`config.mk`:
```
export PLATFORM = sky130hd
export DESIGN_NAME = remote_comm
export DESIGN_NICKNAME = d
export VERILOG_FILES = /design/src/rtl/remote_comm.sv
export SDC_FILE = /design/constraint.sdc
export NUM_CORES = 1
export LEC_CHECK = 0
export CAP_MARGIN = 20
export CORE_ASPECT_RATIO = 2
export CORE_MARGIN = 4
export CORE_UTILIZATION = 43
export CTS_CLUSTER_DIAMETER = 80
export DETAILED_ROUTE_END_ITERATION = 8
export PLACE_DENSITY = 0.69
export SYNTH_ARGS = -nofsm -noshare
export SYNTH_HDL_FRONTEND = slang
export SYNTH_SLANG_ARGS = --single-unit
```
`constraint.sdc`:
```
create_clock -name clk -period 4 [get_ports clk]
set_input_delay 0.8 -clock clk [delete_from_list [all_inputs] [get_ports clk]]
set_output_delay 0.8 -clock clk [all_outputs]
set_load 0.01 [all_outputs]
```
`src/rtl/remote_comm.sv`:
```
// Host-side command initiator: sends a 16-bit command as two UART bytes (high first),
// then waits for a one-byte response or flags a timeout. Includes the 8N1 UART it drives.

module uart #(
    parameter int BAUD_DIV = 434
) (
    input  logic       clk,
    input  logic       rst_n,
    input  logic       RX,
    output logic       TX,
    input  logic       trmt,
    input  logic [7:0] tx_data,
    output logic       tx_done,
    output logic       rx_rdy,
    output logic [7:0] rx_data,
    input  logic       clr_rx_rdy
);
    localparam int BW = (BAUD_DIV > 2) ? $clog2(BAUD_DIV) : 1;

    logic [9:0]    r_tx_shift;
    logic [BW-1:0] r_tx_baud;
    logic [3:0]    r_tx_bit;
    logic          r_tx_busy;
    logic          r_tx_done;

    logic          r_rx_ff1;
    logic          r_rx_ff2;
    logic          r_rx_busy;
    logic [BW-1:0] r_rx_cnt;
    logic [3:0]    r_rx_bit;
    logic [7:0]    r_rx_shift;
    logic          r_rx_rdy;
    logic [7:0]    r_rx_data;

    // The shifter refills with ones, so its LSB is the idle-high line level.
    assign TX      = r_tx_shift[0];
    assign tx_done = r_tx_done;
    assign rx_rdy  = r_rx_rdy;
    assign rx_data = r_rx_data;

    // Transmit shifter: start bit, 8 data bits LSB first, stop bit
    always_ff @(posedge clk or negedge rst_n) begin
        if (!rst_n) begin
            r_tx_shift <= 10'h3FF;
            r_tx_baud  <= '0;
            r_tx_bit   <= 4'd0;
            r_tx_busy  <= 1'b0;
            r_tx_done  <= 1'b0;
        end else if (trmt && !r_tx_busy) begin
            r_tx_shift <= {1'b1, tx_data, 1'b0};
            r_tx_baud  <= '0;
            r_tx_bit   <= 4'd0;
            r_tx_busy  <= 1'b1;
            r_tx_done  <= 1'b0;
        end else if (r_tx_busy) begin
            if (r_tx_baud == BW'(BAUD_DIV - 1)) begin
                r_tx_baud <= '0;
                if (r_tx_bit == 4'd9) begin
                    r_tx_busy <= 1'b0;
                    r_tx_done <= 1'b1;
                end else begin
                    r_tx_shift <= {1'b1, r_tx_shift[9:1]};
                    r_tx_bit   <= r_tx_bit + 4'd1;
                end
            end else begin
                r_tx_baud <= r_tx_baud + BW'(1);
            end
        end else begin
            r_tx_baud <= '0;
        end
    end

    // Receiver: two-flop synchronizer, mid-bit sampling, rdy set wins over clear
    always_ff @(posedge clk or negedge rst_n) begin
        if (!rst_n) begin
            r_rx_ff1   <= 1'b1;
            r_rx_ff2   <= 1'b1;
            r_rx_busy  <= 1'b0;
            r_rx_cnt   <= '0;
            r_rx_bit   <= 4'd0;
            r_rx_shift <= 8'h00;
            r_rx_rdy   <= 1'b0;
            r_rx_data  <= 8'h00;
        end else begin
            r_rx_ff1 <= RX;
            r_rx_ff2 <= r_rx_ff1;
            if (clr_rx_rdy) begin
                r_rx_rdy <= 1'b0;
            end
            if (!r_rx_busy) begin
                if (!r_rx_ff2) begin
                    r_rx_busy <= 1'b1;
                    r_rx_cnt  <= BW'(BAUD_DIV / 2);
                    r_rx_bit  <= 4'd0;
                end
            end else if (r_rx_cnt != '0) begin
                r_rx_cnt <= r_rx_cnt - BW'(1);
            end else begin
                r_rx_cnt <= BW'(BAUD_DIV - 1);
                if (r_rx_bit == 4'd0) begin
                    if (r_rx_ff2) begin
                        r_rx_busy <= 1'b0;
                    end else begin
                        r_rx_bit <= 4'd1;
                    end
                end else if (r_rx_bit == 4'd9) begin
                    r_rx_busy <= 1'b0;
                    if (r_rx_ff2) begin
                        r_rx_data <= r_rx_shift;
                        r_rx_rdy  <= 1'b1;
                    end
                end else begin
                    r_rx_shift <= {r_rx_ff2, r_rx_shift[7:1]};
                    r_rx_bit   <= r_rx_bit + 4'd1;
                end
            end
        end
    end
endmodule

module remote_comm #(
    parameter int RESP_TO  = 1_000_000,
    parameter int BAUD_DIV = 434
) (
    input  logic        clk,
    input  logic        rst,
    input  logic        snd_cmd,
    input  logic [15:0] cmd,
    output logic        cmd_snt,
    output logic [7:0]  resp,
    output logic        resp_rdy,
    output logic        timeout,
    output logic        busy,
    input  logic        RX,
    output logic        TX
);
    localparam int CW = (RESP_TO > 2) ? $clog2(RESP_TO) : 1;

    typedef enum logic [1:0] {IDLE, HIGH, LOW, WAIT_RESP} state_t;

    state_t        r_state;
    logic [15:0]   r_cmd_reg;
    logic          r_go;
    logic          r_trmt;
    logic          r_tx_sel_low;
    logic          r_clr_rx_rdy;
    logic [CW-1:0] r_to_cnt;
    logic          r_cmd_snt;
    logic [7:0]    r_resp;
    logic          r_resp_rdy;
    logic          r_timeout;
    logic          r_busy;

    logic          w_rst_n;
    logic [7:0]    w_tx_data;
    logic          w_tx_done;
    logic          w_rx_rdy;
    logic [7:0]    w_rx_data;
    logic          w_rx_new;

    assign w_rst_n   = ~rst;
    assign w_tx_data = r_tx_sel_low ? r_cmd_reg[7:0] : r_cmd_reg[15:8];
    // rx_rdy is still high in the cycle our clear pulse is out; don't consume it twice.
    assign w_rx_new  = w_rx_rdy & ~r_clr_rx_rdy;

    assign cmd_snt  = r_cmd_snt;
    assign resp     = r_resp;
    assign resp_rdy = r_resp_rdy;
    assign timeout  = r_timeout;
    assign busy     = r_busy;

    uart #(
        .BAUD_DIV (BAUD_DIV)
    ) u_uart (
        .clk        (clk),
        .rst_n      (w_rst_n),
        .RX         (RX),
        .TX         (TX),
        .trmt       (r_trmt),
        .tx_data    (w_tx_data),
        .tx_done    (w_tx_done),
        .rx_rdy     (w_rx_rdy),
        .rx_data    (w_rx_data),
        .clr_rx_rdy (r_clr_rx_rdy)
    );

    // Command FSM with registered handshake and status outputs
    always_ff @(posedge clk or posedge rst) begin
        if (rst) begin
            r_state      <= IDLE;
            r_cmd_reg    <= 16'h0000;
            r_go         <= 1'b0;
            r_trmt       <= 1'b0;
            r_tx_sel_low <= 1'b0;
            r_clr_rx_rdy <= 1'b0;
            r_to_cnt     <= '0;
            r_cmd_snt    <= 1'b0;
            r_resp       <= 8'h00;
            r_resp_rdy   <= 1'b0;
            r_timeout    <= 1'b0;
            r_busy       <= 1'b0;
        end else begin
            r_trmt       <= 1'b0;
            r_clr_rx_rdy <= 1'b0;
            case (r_state)
                IDLE: begin
                    if (snd_cmd) begin
                        r_cmd_reg    <= cmd;
                        r_cmd_snt    <= 1'b0;
                        r_resp_rdy   <= 1'b0;
                        r_timeout    <= 1'b0;
                        r_go         <= 1'b1;
                        r_trmt       <= 1'b1;
                        r_tx_sel_low <= 1'b0;
                        r_busy       <= 1'b1;
                        r_state      <= HIGH;
                    end
                end
                HIGH: begin
                    // tx_done from the previous command is still stale on the entry cycle.
                    if (r_go) begin
                        r_go <= 1'b0;
                    end else if (w_tx_done) begin
                        r_trmt       <= 1'b1;
                        r_tx_sel_low <= 1'b1;
                        r_state      <= LOW;
                    end
                end
                LOW: begin
                    if (w_tx_done && !r_trmt) begin
                        r_cmd_snt <= 1'b1;
                        r_to_cnt  <= '0;
                        r_state   <= WAIT_RESP;
                    end
                end
                WAIT_RESP: begin
                    if (w_rx_new) begin
                        r_resp       <= w_rx_data;
                        r_resp_rdy   <= 1'b1;
                        r_clr_rx_rdy <= 1'b1;
                        r_busy       <= 1'b0;
                        r_state      <= IDLE;
                    end else if (r_to_cnt == CW'(RESP_TO - 1)) begin
                        r_timeout <= 1'b1;
                        r_busy    <= 1'b0;
                        r_state   <= IDLE;
                    end else begin
                        r_to_cnt <= r_to_cnt + CW'(1);
                    end
                end
                default: begin
                    r_busy  <= 1'b0;
                    r_state <= IDLE;
                end
            endcase
            if (w_rx_new && (r_state != WAIT_RESP)) begin
                r_clr_rx_rdy <= 1'b1;
            end
        end
    end
endmodule

```
==> qor.txt <==
Status: complete, no violations
DIE WIDTH: 86.3 um
Cell with the most instances after synthesis: dfrtp_1
Largest net degree at the start of global routing: 58
Nets@finish: 549
Area Growth Syn to Fin: 14.2%
Row count: 57
Initial drt markers: 160
Instance count of the mapped netlist: 485
Critical path fanouts, max: 12
Setup-failing EPs final: 0
WP data arrival: 3.01 ns
Critical Path Max Stage Delay: 0.56 ns
CTS H-tree depth: 3
Hold/Removal Path Class: register to register
Num ports: 33
Slew headroom: 38.2%
Yosys warning total: 0
GR Util All Layers: 15.1%
Post-synthesis mux area share: 9.72%
Syn Nets: 518
Hold_buf cts: 0
Worst-path cell chain: ha_1, and3b_1, a211oi_4, o211ai_2, or4_1, a21oi_1
WL final: 9960 um
IO buf count: 32
Placed Area: 0.00573 mm^2
Sequential share of the synthesized area: 52.9%
Max-slew violations: 0
Clk_lat worst skew: 0.35 ns
Avg Inst Size Synth: 10.9 um^2
Crit. Startpoint: r_state[1]
Distinct cell type count after synthesis: 64
CTS tree: done
Req. time, crit path: 4.28 ns
Mapped Area: 0.00528 mm^2
RSZ-0062 raised after global routing: false
Prevailing post-synth register cell: dfrtp_1
Initial antenna violation count: 0
Endpoint class of the critical path: register
Fin area: 0.00603 mm^2
Worst-Margin Slew: 0.923 ns
EDFF count, synth: 0
Fmax: 366 MHz
ANT cells: 0
Synth Area in Adders: 3.08%
Routed len/inst: 14.9 um
Post-cts resize count: 0
Chip Height: 165 um
Synthesis-stage register bit count: 111
Yosys top cell by area: dfrtp_1
Via count: 3664
Max reg flops: 20
Fill cells: 1105
Minimum clock period: 2.73 ns
Crit Path Class: register to register
Die ar.: 0.0142 mm^2
Final hold vios: 0
Commonest cells post-synth: 100 x dfrtp_1, 54 x nand2_1, 35 x nor2_1, 34 x mux2_2, 27 x o21ai_0
Clock sinks: 111
First-pass DRT Iterations: 4
Share of cells above drive strength 1: 14.8%
Worst R2R Start: r_state[1]
Setup TNS: 0 ns
Root Buffer: clkbuf_16
Num CTS Buffers: 9
Detailed Place HPWL: 7320 um
Final core occ: 49.7%
DR vias/cell: 5.49
Starting density of the core: 43.5%
Clock Path Buffers: 2
Core area: 0.0121 mm^2
Async SR Flop Fraction: 100%
Remaining DRCs: 0
Leak Pwr: 0.00272 uW
Max IR drop VDD: 0.294 mV
CP max stage cell: or4_1
Max-cap violation count: 0
Synth Area in Compound Gates: 11.1%
Routed Antenna Nets: 0
Grt ovf: 0
First-pass GRT wire length: 17200 um
Clk slew on worst S/H paths: 0.07 ns
Placer congestion estimate: 0.831
Tcrit/Tclk final: 68.2%
Synth top area share: 47.4%
HP Start: u_uart.r_rx_ff1
Simple-gate share of the synthesized area: 17.4%
Pwr dens: 338 mW/mm^2
Synth area leaders: dfrtp_1 47%, mux2_2 7.3%, dfstp_2 5.5%
Largest family of logic cells by synthesized area: simple AND/OR/NAND/NOR gates
Type of origin of the critical path: register
Post-CTS Setup Bufs: 0
Xor and xnor fraction of the mapped netlist area: 2.82%
Final Skew: 0.0114 ns
Vias in the first global route: 3757
## metrics by stage
step / cells / worst slack, ns / total power (uW) / hold slack, ns
floorplan: 485 / 0.288 / 1170 / 0.345
global placement: 651 / 1.32 / 1190 / 0.347
detailed placement: 651 / 1.29 / 1200 / 0.350
CTS: 667 / 1.27 / 2070 / 0.361
global route: 668 / 1.09 / 2120 / 0.363
finish: 668 / 1.27 / 2040 / 0.359
## logic make-up after synthesis
group                      after synthesis
AOI/OAI and AO/OA                       91
muxes                                   47
and+or+nand+nor                        171
buffers and inverters                   35
adders and majority gates               13
xor gates and xnor gates                17
DFF                                    111
## where the power goes
part	switching, uW	total, uW	internal (uW)
sequential	1.09	1120	1120
clock	429	869	440
combinational	27.0	47.1	20.1
total	457	2040	1580
## cells in the final DEF (no fill, tap or decap), types with 20 or more instances in the layout
cell type,n
a21oi_1,23
clkdlybuf4s50_1,32
dfrtp_1,100
inv_1,20
mux2_2,34
nand2_1,54
nor2_1,35
o21ai_0,27
## worst max-delay path: cells and delay by family (launching register included)
kind	cells	cell delay, ns
flip-flops	1	0.42
adder cells (fa/ha/maj)	1	0.33
AND/OR/NAND/NOR	2	0.94
AO/OA/AOI/OAI	3	0.97
## cell type report
type                    instances  area [um^2]  share of cell area, %
clock inverters                 6         62.6                   1.04
well taps                     147          184                   3.05
inverters                      21         81.3                   1.35
flip-flops and latches        111         2790                   46.3
repair buffers                 34          348                   5.77
multi-input cells             339         2330                   38.7
clock buffers                  10          229                   3.80
## path summary, 6_finish.rpt
kind	to	slack, ns	cells past startpoint
min reg2reg	u_uart.r_rx_ff2	0.36	0
max reg2reg	r_to_cnt[14]	1.27	6
max	r_to_cnt[14]	1.27	6
max in group asynchronous	u_uart.r_rx_ff1	2.32	3
min in group asynchronous	r_to_cnt[14]	0.91	2
min	u_uart.r_rx_ff2	0.36	0
## metal layers
metal  global-route usage (%)  routed length, um
met3                     3.25                319
met1                     16.5               3820
met2                     27.4               5570
met4                     6.45                242
met5                        0                  0
Power figures use the tool's default switching activity.
